`config.mk`:
```
export PLATFORM = sky130hd
export DESIGN_NAME = opcode_sequencer_flat
export DESIGN_NICKNAME = d
export VERILOG_FILES = /design/src/rtl/opcode_sequencer_if.sv /design/src/rtl/opcode_sequencer.sv /design/src/flat_wrapper.sv
export SDC_FILE = /design/constraint.sdc
export NUM_CORES = 1
export LEC_CHECK = 0
export BUFFER_PORTS_ARGS = -buffer_cell sky130_fd_sc_hd__clkbuf_2
export CAP_MARGIN = 10
export CORE_UTILIZATION = 65
export CTS_CLUSTER_SIZE = 25
export DETAILED_ROUTE_END_ITERATION = 8
export PLACE_DENSITY = 0.87
export SLEW_MARGIN = 40
export SYNTH_ARGS = -nofsm -noshare
export SYNTH_HDL_FRONTEND = slang
export SYNTH_SLANG_ARGS = --single-unit
```
`constraint.sdc`:
```
create_clock -name Clock -period 5.3 [get_ports Clock]
set_input_delay 0.53 -clock Clock [delete_from_list [all_inputs] [get_ports Clock]]
set_output_delay 0.53 -clock Clock [all_outputs]
set_load 0.01 [all_outputs]
```
`src/rtl/opcode_sequencer_if.sv`:
```
// Bundle between opcode_sequencer (master, issues Opcode/Key_0) and the host/ControlUnit side
// (slave, loads the program and controls runs).
interface opcode_sequencer_if #(
    parameter int PROG_DEPTH = 16
) ();
    localparam int AW = $clog2(PROG_DEPTH);

    logic          Start;
    logic          Step_Mode;
    logic          Step_Req;
    logic          Prog_We;
    logic [AW-1:0] Prog_Addr;
    logic [3:0]    Prog_Data;
    logic [3:0]    Opcode;
    logic          Key_0;
    logic [AW-1:0] Pc;
    logic          Busy;
    logic          Done;
    logic          Error;

    modport master (
        input  Start, Step_Mode, Step_Req, Prog_We, Prog_Addr, Prog_Data,
        output Opcode, Key_0, Pc, Busy, Done, Error
    );

    modport slave (
        output Start, Step_Mode, Step_Req, Prog_We, Prog_Addr, Prog_Data,
        input  Opcode, Key_0, Pc, Busy, Done, Error
    );
endinterface

```
`src/rtl/opcode_sequencer.sv`:
```
// Plays a small writable program of 4-bit opcodes onto the Key_0/Opcode strobe interface.
// Optional build macro OPSEQ_LOOP_EN: wrap from the last slot back to slot 0 instead of ending.
module opcode_sequencer #(
    parameter int PROG_DEPTH    = 16,
    parameter int STROBE_CYCLES = 4,
    parameter int GAP_CYCLES    = 4
) (
    input logic                Clock,
    input logic                Reset_n,
    opcode_sequencer_if.master bus
);
    localparam int AW      = $clog2(PROG_DEPTH);
    localparam int CNT_MAX = (STROBE_CYCLES > GAP_CYCLES) ? STROBE_CYCLES : GAP_CYCLES;
    localparam int CW      = $clog2(CNT_MAX + 1);

    localparam logic [CW-1:0] STROBE_LOAD = CW'(STROBE_CYCLES - 1);
    localparam logic [CW-1:0] GAP_LOAD    = CW'(GAP_CYCLES - 1);
    localparam logic [AW-1:0] LAST_PC     = AW'(PROG_DEPTH - 1);
    localparam logic [3:0]    OP_HALT     = 4'd15;

    typedef enum logic [2:0] {
        IDLE,
        WAIT,
        SETUP,
        STROBE,
        GAP,
        ADV
    } state_t;

    state_t         state_q;
    state_t         state_d;
    logic [3:0]     prog_q [PROG_DEPTH];
    logic [AW-1:0]  pc_q;
    logic [3:0]     opcode_q;
    logic [CW-1:0]  cnt_q;
    logic           done_q;
    logic           error_q;
    logic           busy;
    logic           op_halt;
    logic           op_illegal;

    logic           start_run;
    logic           load_op;
    logic           load_strobe;
    logic           load_gap;
    logic           cnt_dec;
    logic           pc_inc;
    logic           pc_clear;
    logic           fire_done;
    logic           fire_error;

    assign busy       = (state_q != IDLE);
    assign op_halt    = (opcode_q == OP_HALT);
    assign op_illegal = (opcode_q >= 4'd12) && !op_halt;

    always_ff @(posedge Clock or negedge Reset_n) begin
        if (!Reset_n) begin
            state_q <= IDLE;
        end else begin
            state_q <= state_d;
        end
    end

    // Strobe and gap share one down-counter; it is only decremented while nonzero.
    always_comb begin
        state_d     = state_q;
        start_run   = 1'b0;
        load_op     = 1'b0;
        load_strobe = 1'b0;
        load_gap    = 1'b0;
        cnt_dec     = 1'b0;
        pc_inc      = 1'b0;
        pc_clear    = 1'b0;
        fire_done   = 1'b0;
        fire_error  = 1'b0;
        case (state_q)
            IDLE: begin
                if (bus.Start) begin
                    state_d   = WAIT;
                    start_run = 1'b1;
                    pc_clear  = 1'b1;
                end
            end
            WAIT: begin
                if (!bus.Step_Mode || bus.Step_Req) begin
                    state_d = SETUP;
                    load_op = 1'b1;
                end
            end
            SETUP: begin
                if (op_halt) begin
                    state_d   = IDLE;
                    fire_done = 1'b1;
                end else if (op_illegal) begin
                    state_d    = IDLE;
                    fire_error = 1'b1;
                end else begin
                    state_d     = STROBE;
                    load_strobe = 1'b1;
                end
            end
            STROBE: begin
                if (cnt_q == '0) begin
                    state_d  = GAP;
                    load_gap = 1'b1;
                end else begin
                    cnt_dec = 1'b1;
                end
            end
            GAP: begin
                if (cnt_q == '0) begin
                    state_d = ADV;
                end else begin
                    cnt_dec = 1'b1;
                end
            end
            ADV: begin
                if (pc_q == LAST_PC) begin
`ifdef OPSEQ_LOOP_EN
                    state_d  = WAIT;
                    pc_clear = 1'b1;
`else
                    state_d   = IDLE;
                    fire_done = 1'b1;
`endif
                end else begin
                    state_d = WAIT;
                    pc_inc  = 1'b1;
                end
            end
            default: begin
                state_d = IDLE;
            end
        endcase
    end

    always_ff @(posedge Clock or negedge Reset_n) begin
        if (!Reset_n) begin
            pc_q     <= '0;
            opcode_q <= '0;
            cnt_q    <= '0;
            done_q   <= 1'b0;
            error_q  <= 1'b0;
        end else begin
            done_q <= fire_done;
            if (pc_clear) begin
                pc_q <= '0;
            end else if (pc_inc) begin
                pc_q <= pc_q + AW'(1);
            end
            if (load_op) begin
                opcode_q <= prog_q[pc_q];
            end
            if (load_strobe) begin
                cnt_q <= STROBE_LOAD;
            end else if (load_gap) begin
                cnt_q <= GAP_LOAD;
            end else if (cnt_dec) begin
                cnt_q <= cnt_q - CW'(1);
            end
            if (start_run) begin
                error_q <= 1'b0;
            end else if (fire_error) begin
                error_q <= 1'b1;
            end
        end
    end

    // Program writes are locked out for the whole run so an issued program cannot change underneath.
    always_ff @(posedge Clock or negedge Reset_n) begin
        if (!Reset_n) begin
            for (int i = 0; i < PROG_DEPTH; i++) begin
                prog_q[i] <= OP_HALT;
            end
        end else if (bus.Prog_We && !busy && (int'(bus.Prog_Addr) < PROG_DEPTH)) begin
            prog_q[bus.Prog_Addr] <= bus.Prog_Data;
        end
    end

    assign bus.Opcode = opcode_q;
    assign bus.Key_0  = (state_q == STROBE);
    assign bus.Pc     = pc_q;
    assign bus.Busy   = busy;
    assign bus.Done   = done_q;
    assign bus.Error  = error_q;

endmodule
```
`src/flat_wrapper.sv`:
```
// flat-port wrapper written by rule: the top's interface ports become plain ports
module opcode_sequencer_flat 
#(
    parameter int PROG_DEPTH    = 16,
    parameter int STROBE_CYCLES = 4,
    parameter int GAP_CYCLES    = 4
)
  (Clock, Reset_n, bus_Start, bus_Step_Mode, bus_Step_Req, bus_Prog_We, bus_Prog_Addr, bus_Prog_Data, bus_Opcode, bus_Key_0, bus_Pc, bus_Busy, bus_Done, bus_Error);
  opcode_sequencer_if #(.PROG_DEPTH(PROG_DEPTH)) bus_i ();
  input logic Clock;
  input logic Reset_n;
  input wire logic [$bits(bus_i.Start)-1:0] bus_Start;
  input wire logic [$bits(bus_i.Step_Mode)-1:0] bus_Step_Mode;
  input wire logic [$bits(bus_i.Step_Req)-1:0] bus_Step_Req;
  input wire logic [$bits(bus_i.Prog_We)-1:0] bus_Prog_We;
  input wire logic [$bits(bus_i.Prog_Addr)-1:0] bus_Prog_Addr;
  input wire logic [$bits(bus_i.Prog_Data)-1:0] bus_Prog_Data;
  output wire logic [$bits(bus_i.Opcode)-1:0] bus_Opcode;
  output wire logic [$bits(bus_i.Key_0)-1:0] bus_Key_0;
  output wire logic [$bits(bus_i.Pc)-1:0] bus_Pc;
  output wire logic [$bits(bus_i.Busy)-1:0] bus_Busy;
  output wire logic [$bits(bus_i.Done)-1:0] bus_Done;
  output wire logic [$bits(bus_i.Error)-1:0] bus_Error;
  assign bus_i.Start = bus_Start;
  assign bus_i.Step_Mode = bus_Step_Mode;
  assign bus_i.Step_Req = bus_Step_Req;
  assign bus_i.Prog_We = bus_Prog_We;
  assign bus_i.Prog_Addr = bus_Prog_Addr;
  assign bus_i.Prog_Data = bus_Prog_Data;
  assign bus_Opcode = bus_i.Opcode;
  assign bus_Key_0 = bus_i.Key_0;
  assign bus_Pc = bus_i.Pc;
  assign bus_Busy = bus_i.Busy;
  assign bus_Done = bus_i.Done;
  assign bus_Error = bus_i.Error;
  opcode_sequencer #(.PROG_DEPTH(PROG_DEPTH), .STROBE_CYCLES(STROBE_CYCLES), .GAP_CYCLES(GAP_CYCLES)) u_core (.Clock(Clock), .Reset_n(Reset_n), .bus(bus_i));
endmodule
```
==> metrics.md, run 1 <==
| Metric | Value |
|---|---|
| Core area | `5890 um^2` |
| Floorplan row count | `28` |
| Max VDD drop | `0.256 mV` |
| Via count | `2415` |
| WL final | `7660 um` |
| Commonest cells after routing, fill and taps aside | `69 x mux2_2, 64 x dfstp_2, 24 x clkbuf_2, 21 x nand2_1, 16 x mux4_2` |
| I/O pin cnt | `26` |
| Port buffer count | `25` |
| Clk_skew | `0.00400 ns` |
| Detail Route met3 WL | `329 um` |
| Critical Path Sink | `u_core.prog_q[28]$_DFFE_PN1P_` |
| Worst setup path startpoint | `u_core.state_q[0]$_DFFE_PN0P_` |
| Drt pass-1 iters | `4` |
| Pins Over Slew Limit | `0` |
| Cell Chain, Critical Path | `or4b_1 -> or3_4 -> nor3b_4 -> mux2_2` |
| Initial Util | `67.0%` |
| Post-route clock period utilization | `45.4%` |
| CTS tree | `yes` |
| Hold WC Path Type | `input port to asynchronous set/reset pin` |
| Max-Cap Viols | `0` |
| Switching share of power | `28.0%` |
| Post-CTS Setup Bufs | `0` |
| GR Util All Layers | `26.7%` |
| Fmax achieved | `415 MHz` |
| Critical path launch point type | `flop` |
| CTS Buf Count | `9` |
| Slew margin rel. | `54.1%` |
| Antenna violations before repair | `0` |
| Die X-Extent | `79.9 um` |
| Die area | `6380 um^2` |
| R2r startpoint | `u_core.state_q[0]$_DFFE_PN0P_` |
| Overall Power | `2060 uW` |
| Clock latency at the later pin of the worst-skew pair | `0.35 ns` |
| Largest net degree at the start of global routing | `81` |
| Pwr per Cell Area | `478 nW/um^2` |
| Root Driver | `clkbuf_8` |
| Vias in the first global route | `2483` |
| Sw Pwr | `575 uW` |
| Diode count | `0` |
| CP max stage cell | `or4b_1` |
| Yosys cell types | `37` |
| Critical path class | `flop to flop` |
| Commonest non-fill, non-tap cell in the layout | `mux2_2` |
| Leak | `0.00177 uW` |
| Synth Cell Area | `3940 um^2` |
| Die height | `79.9 um` |
| Dpl hpwl | `5110 um` |
| Worst-margin pin slew | `0.688 ns` |
| First-pass GRT wire length | `12400 um` |
| Crit path DAT | `2.69 ns` |
| P&R area growth vs syn | `9.11%` |
| Setup TNS | `0 ns` |
| Number of synthesized register bits | `80` |
| Wl on met1 | `3340 um` |
| Resized Gates After CTS | `0` |
| Sequential fraction of the synthesis area | `52.8%` |
| Wirelength per Cell | `19.6 um` |
| Reg clk slew, reported paths | `0.08 ns` |
| R2R cell count | `4` |
| Syn avg cell area | `13.6 um^2` |
| CTS hold repair buffers | `0` |
| Nets@finish | `328` |
| R2R Path End | `u_core.prog_q[28]$_DFFE_PN1P_` |
| Layout cells sized above 1 | `62.2%` |
| Met2 WL post-DR | `3930 um` |
| DRC Markers | `0` |
| Syn_nets | `306` |
| Reg2reg setup slack | `2.89 ns` |
| Reg power frac | `54.2%` |
| Worst path max stage delay | `0.72 ns` |
| Global placement routability congestion | `0.854` |
| Fin crit period | `2.41 ns` |
| ANT nets after route | `0` |
| Logic pwr share | `26.5%` |
| Unrepaired setup endpoints after global routing | `false` |
| # H-tree levels | `3` |
| Req. time, crit path | `5.58 ns` |
| Critical Path Sink Type | `flop` |
| Detailed Route Iter0 Violations | `140` |
| YS warnings | `0` |
| Clock sinks | `80` |
| Aggregate global routing overflow | `0` |
| Final setup fails | `0` |
| CP max FO | `11` |
| Status | `complete, no violations` |
| Top routing layer used | `met4` |
| Synth Instances | `289` |
| CTS Buffer Depth | `2` |
| Vias per cell | `6.19` |
| Final hold vios | `0` |
| Clk pwr share | `19.3%` |
| Int Power | `1480 uW` |
| Filler cell count | `399` |
cell type report:
| class | count | area (um^2) | area share (%) |
|---|---|---|---|
| clock buffer | 12 | 155 | 3.61 |
| tap | 75 | 93.8 | 2.18 |
| sequential | 80 | 2080 | 48.4 |
| timing repair buffer | 26 | 139 | 3.23 |
| multi-input combinational | 184 | 1780 | 41.3 |
| inverter | 10 | 37.5 | 0.873 |
| clock inverter | 3 | 17.5 | 0.407 |
layer usage:
| layer | global-route usage [%] | vias to the layer above |
|---|---|---|
| li1 | - | 1091 |
| met1 | 34.8 | 1254 |
| met2 | 43.9 | 63 |
| met3 | 6.40 | 7 |
| met4 | 9.46 | 0 |
| met5 | 0 | - |
state kept, by name, indices dropped and copies added, names as in the netlist:
name               cells
u_core.bus.Done        1
u_core.bus.Error       1
u_core.bus.Opcode      4
u_core.bus.Pc          4
u_core.cnt_q           3
u_core.prog_q         64
u_core.state_q         3
critical path: cells and delay by family, from the launching register on:
family,cells,cell delay (ns)
and+or+nand+nor,3,1.48
DFF,1,0.48
muxes,1,0.38
cell usage after synthesis:
| library cell | instances | area, um^2 |
|---|---|---|
| a211o_1 | 1 | 8.76 |
| a21o_1 | 1 | 7.51 |
| a21oi_1 | 7 | 35.0 |
| a2bb2oi_1 | 1 | 8.76 |
| a31o_2 | 1 | 8.76 |
| a31oi_1 | 2 | 12.5 |
| a32o_1 | 1 | 10.0 |
| and2_1 | 1 | 6.26 |
| and2b_1 | 1 | 7.51 |
| and3b_1 | 2 | 17.5 |
| and4b_1 | 1 | 10.0 |
| buf_1 | 1 | 3.75 |
| buf_2 | 3 | 15.0 |
| clkbuf_1 | 11 | 41.3 |
| dfrtp_1 | 16 | 400 |
| dfstp_2 | 64 | 1680 |
| ha_1 | 3 | 37.5 |
| inv_1 | 10 | 37.5 |
| mux2_2 | 69 | 777 |
| mux2i_1 | 9 | 90.1 |
| mux4_2 | 16 | 360 |
| nand2_1 | 21 | 78.8 |
| nand2b_1 | 2 | 12.5 |
| nand3_1 | 4 | 20.0 |
| nor2_1 | 9 | 33.8 |
| nor2b_1 | 3 | 18.8 |
| nor3_1 | 4 | 20.0 |
| nor3_4 | 1 | 16.3 |
| nor3b_1 | 3 | 22.5 |
| nor3b_4 | 1 | 18.8 |
| nor4_1 | 3 | 18.8 |
| o211ai_1 | 1 | 7.51 |
| o21ai_0 | 11 | 55.1 |
| or3_1 | 2 | 12.5 |
| or3_4 | 1 | 11.3 |
| or4b_1 | 1 | 10.0 |
| xor2_1 | 1 | 8.76 |
power by group through the flow:
stage	registers [uW]	logic [uW]	clock network (uW)
floorplan	1050	451	0
global placement	1100	516	0
detailed placement	1120	541	0
CTS	1110	545	406
global route	1140	593	434
finish	1110	544	397
metrics by stage:
step,cell area (um^2),setup WS [ns],hold slack (ns),utilization (%),std cells
floorplan,3940,3.15,0.234,-,289
global placement,4110,2.84,0.475,69.9,375
detailed placement,4120,2.89,0.492,69.9,375
CTS,4290,2.92,0.218,72.9,390
global route,4300,2.82,0.240,73.1,390
finish,4300,2.89,0.206,73.1,390
cells by family after synthesis:
logic type / after synthesis / synth area share [%]
xor gates and xnor gates: 1 / 0.222
adders and majority gates: 3 / 0.952
DFF: 80 / 52.8
AOI/OAI and AO/OA: 26 / 3.90
and+or+nand+nor: 60 / 8.51
muxes: 94 / 31.1
buffers and inverters: 25 / 2.48
how the worst min path moves through the flow:
stage               slack (ns)  cells after the start                      endpoint                          from
finish                    0.21                      1  u_core.bus.Pc[3]$_DFFE_PN0P_                       Reset_n
global route              0.24                      1  u_core.bus.Pc[3]$_DFFE_PN0P_                       Reset_n
CTS                       0.22                      1  u_core.bus.Pc[3]$_DFFE_PN0P_                       Reset_n
detailed placement        0.49                      2  u_core.bus.Error$_DFFE_PN0P_  u_core.bus.Error$_DFFE_PN0P_
global placement          0.48                      2  u_core.bus.Error$_DFFE_PN0P_  u_core.bus.Error$_DFFE_PN0P_
floorplan                 0.23                      0     u_core.bus.Done$_DFF_PN0_                       Reset_n
Power figures use the tool's default switching activity.
==> run 2, diff against run 1 <==
--- a/config.mk
+++ b/config.mk
@@ -7,10 +7,10 @@
 export LEC_CHECK = 0
 export BUFFER_PORTS_ARGS = -buffer_cell sky130_fd_sc_hd__clkbuf_2
 export CAP_MARGIN = 10
-export CORE_UTILIZATION = 65
+export CORE_UTILIZATION = 54
 export CTS_CLUSTER_SIZE = 25
 export DETAILED_ROUTE_END_ITERATION = 8
-export PLACE_DENSITY = 0.87
+export PLACE_DENSITY = 0.77
 export SLEW_MARGIN = 40
 export SYNTH_ARGS = -nofsm -noshare
 export SYNTH_HDL_FRONTEND = slang
==> constraint.sdc (replaced) <==
create_clock -name Clock -period 1.99 [get_ports Clock]
set_input_delay 0.199 -clock Clock [delete_from_list [all_inputs] [get_ports Clock]]
set_output_delay 0.199 -clock Clock [all_outputs]
set_load 0.01 [all_outputs]
==> run 2 against run 1 <==
  * The run now ends with setup timing left
  * Total power grew to 2.9 times the previous value
  * Setup slack worse by 3.0 ns
  * Sequential power grew to 2.6 times the previous value
  * Routed wire length is 2.0% higher
  * Die area is 20% higher
  * Critical path depth stayed put
  * Combinational power grew to 3.0 times the previous value
  * Clock skew is 0.0036 ns higher
  * Non-clock buffer count is 13 higher
  * Utilization is 6.3 points lower
  * Largest power group unchanged
  * Highest routed layer unchanged
==> metrics.md, run 2 (synthesized netlist as in run 1, its figures left out) <==
| Metric | Value |
|---|---|
| Status | `finished with violations` |
| Failing checks | `setup timing` |
| Commonest cells after routing, fill and taps aside | `64 x dfstp_2, 61 x mux2_2, 24 x clkbuf_2, 21 x nand2_1` |
| Initial Util | `57.1% (-9.9 points)` |
| Detailed Route Iter0 Violations | `141 (+0.71%)` |
| Biggest register | `u_core.prog_q` |
| ANT nets after route | `0 (unchanged)` |
| Die height | `87.4 um (+9.5%)` |
| Non-Filler Instances | `425 (+9.0%)` |
| Fmax achieved | `481 MHz (+16%)` |
| DRC Markers | `0 (unchanged)` |
| Placed Area | `4250 um^2 (+3.3%)` |
| Fin crit period | `2.08 ns (-0.327 ns)` |
| I/O pin cnt | `26 (unchanged)` |
| CTS Buf Count | `9 (unchanged)` |
| Final Core Density | `66.8% (-6.3 points)` |
| Root Driver | `clkbuf_8` |
| Crit path DAT | `2.36 ns (-0.33 ns)` |
| First-pass GRT wire length | `12600 um (+1.3%)` |
| CTS Buffer Depth | `2 (unchanged)` |
| Post-route clock period utilization | `105% (+59 points)` |
| Hold WC Path Type | `input port to flop` |
| Global placement routability congestion | `0.879 (+2.9%)` |
| Final setup fails | `16 (+16)` |
| R2R Path End | `u_core.prog_q[28]$_DFFE_PN1P_` |
| GR Util All Layers | `22.7% (-4.0 points)` |
| Filler cell count | `519 (+30%)` |
| Vias per cell | `5.70 (-8.0%)` |
| # H-tree levels | `3 (unchanged)` |
| Aggregate global routing overflow | `0 (unchanged)` |
| Final WS setup | `-0.0903 ns (-2.98 ns)` |
| Critical Path Sink Type | `flop` |
| Largest net degree at the start of global routing | `50 (-38%)` |
| Core area | `6910 um^2 (+17%)` |
| Pwr per Cell Area | `1310 nW/um^2 (+170%)` |
| Clock sinks | `80 (unchanged)` |
| Critical path launch point type | `flop` |
| CP max FO | `4 (-7)` |
| Slew margin rel. | `70.3% (+16 points)` |
| Die area | `7650 um^2 (+20%)` |
| Overall Power | `6030 uW (+190%)` |
| Req. time, crit path | `2.27 ns (-3.31 ns)` |
| Wirelength per Cell | `18.4 um (-6.4%)` |
| Max VDD drop | `0.665 mV (+160%)` |
| Drt pass-1 iters | `4 (unchanged)` |
| R2r startpoint | `u_core.state_q[0]$_DFFE_PN0P_` |
| Critical path class | `flop to flop` |
| R2R cell count | `4 (unchanged)` |
| CTS tree | `yes` |
| Diode count | `0 (unchanged)` |
| Leak | `0.00191 uW (+8.0%)` |
| P&R area growth vs syn | `16.9%` |
| Dpl cells | `407 (+8.5%)` |
| Cell Chain, Critical Path | `or4b_4 -> or3_4 -> nor3b_4 -> mux2_2` |
| Final hold vios | `0 (unchanged)` |
| Clk_skew | `0.00755 ns (+0.00355 ns)` |
| WL final | `7810 um (+2.0%)` |
| Pins Over Slew Limit | `0 (unchanged)` |
| Worst path max stage delay | `0.56 ns (-0.16 ns)` |
| Number of flip-flops in the largest register | `64 (unchanged)` |
| Clock latency at the later pin of the worst-skew pair | `0.35 ns (about the same)` |
| Port buffer count | `25 (unchanged)` |
| CP max stage cell | `or4b_4` |
| Die X-Extent | `87.4 um (+9.5%)` |
| Max-Cap Viols | `0 (unchanged)` |
| Worst-margin pin slew | `0.444 ns (-0.244 ns)` |
| Via count | `2421 (+0.25%)` |
| Layout cells sized above 1 | `65.3% (+3.1 points)` |
| Vias in the first global route | `2350 (-5.4%)` |
| Reg clk slew, reported paths | `0.08 ns (about the same)` |
| Fin area | `4610 um^2 (+7.2%)` |
| Commonest non-fill, non-tap cell in the layout | `dfstp_2` |
| Nets@finish | `341 (+4.0%)` |
| Dpl hpwl | `5310 um (+3.9%)` |
| Antenna violations before repair | `0 (unchanged)` |
| Unrepaired setup endpoints after global routing | `true` |
| Worst setup path startpoint | `u_core.state_q[0]$_DFFE_PN0P_` |
| Floorplan row count | `30 (+7.1%)` |
| Critical Path Sink | `u_core.prog_q[28]$_DFFE_PN1P_` |
| Reg2reg setup slack | `-0.09 ns (-2.98 ns)` |
| Dpl ws | `-0.107 ns (-3.00 ns)` |
[run 2: stage by stage]
stage	setup TNS, ns	hold WS [ns]
6_report	-0.828	0.224
5_1_grt	-1.65	0.261
4_1_cts	-1.08	0.213
3_5_place_dp	-2.52	0.158
3_3_place_gp	-0.946	0.156
2_1_floorplan	-0.375	-0.0966
[run 2: power breakdown]
group          internal [uW]  total, uW  switching [uW]
clock                    901       1490             588
sequential              2590       2910             317
combinational            933       1630             697
total                   4420       6030            1600
[run 2: cell type report]
class / count / area [um^2] / share of cell area (%)
multi-input cells: 184 / 1850 / 40.0
clock inverters: 5 / 101 / 2.20
inverters: 10 / 37.5 / 0.814
clock buffers: 11 / 151 / 3.28
well taps: 96 / 120 / 2.61
flip-flops and latches: 80 / 2080 / 45.2
repair buffers: 39 / 273 / 5.92
[run 2: worst min-delay path by stage]
stage	depth (start not counted)	to	startpoint	slack, ns
2_1_floorplan	0	u_core.bus.Done$_DFF_PN0_	Reset_n	-0.1
3_3_place_gp	1	u_core.cnt_q[0]$_DFFE_PN0P_	Reset_n	0.16
3_5_place_dp	1	u_core.cnt_q[1]$_DFFE_PN0P_	Reset_n	0.16
4_1_cts	4	u_core.bus.Error$_DFFE_PN0P_	bus_Start	0.21
5_1_grt	4	u_core.bus.Pc[3]$_DFFE_PN0P_	bus_Start	0.26
6_report	4	u_core.bus.Error$_DFFE_PN0P_	bus_Start	0.22
[run 2: routing by layer]
layer / up-vias / share of wire (%) / GRT usage [%]
li1: 1116 / - / -
met1: 1248 / 48 / 31.7
met2: 47 / 48 / 35.3
met3: 10 / 2.8 / 4.74
met4: 0 / 1.3 / 8.49
met5: - / 0 / 0
[run 2: repair_timing]
action / 4_1_cts / 5_1_grt
setup endpoints to repair: 62 / 36
pin swaps: 3 / 1
buffers inserted: 0 / 1
hold buffers: 1 / 0
hold endpoints to repair: 3 / 0
resized for setup: 10 / 6
[run 2: critical path: cells and delay by family, from the launching register on]
kind          cells  cell delay [ns]
simple gates      3             1.26
mux               1             0.37
flops             1             0.38
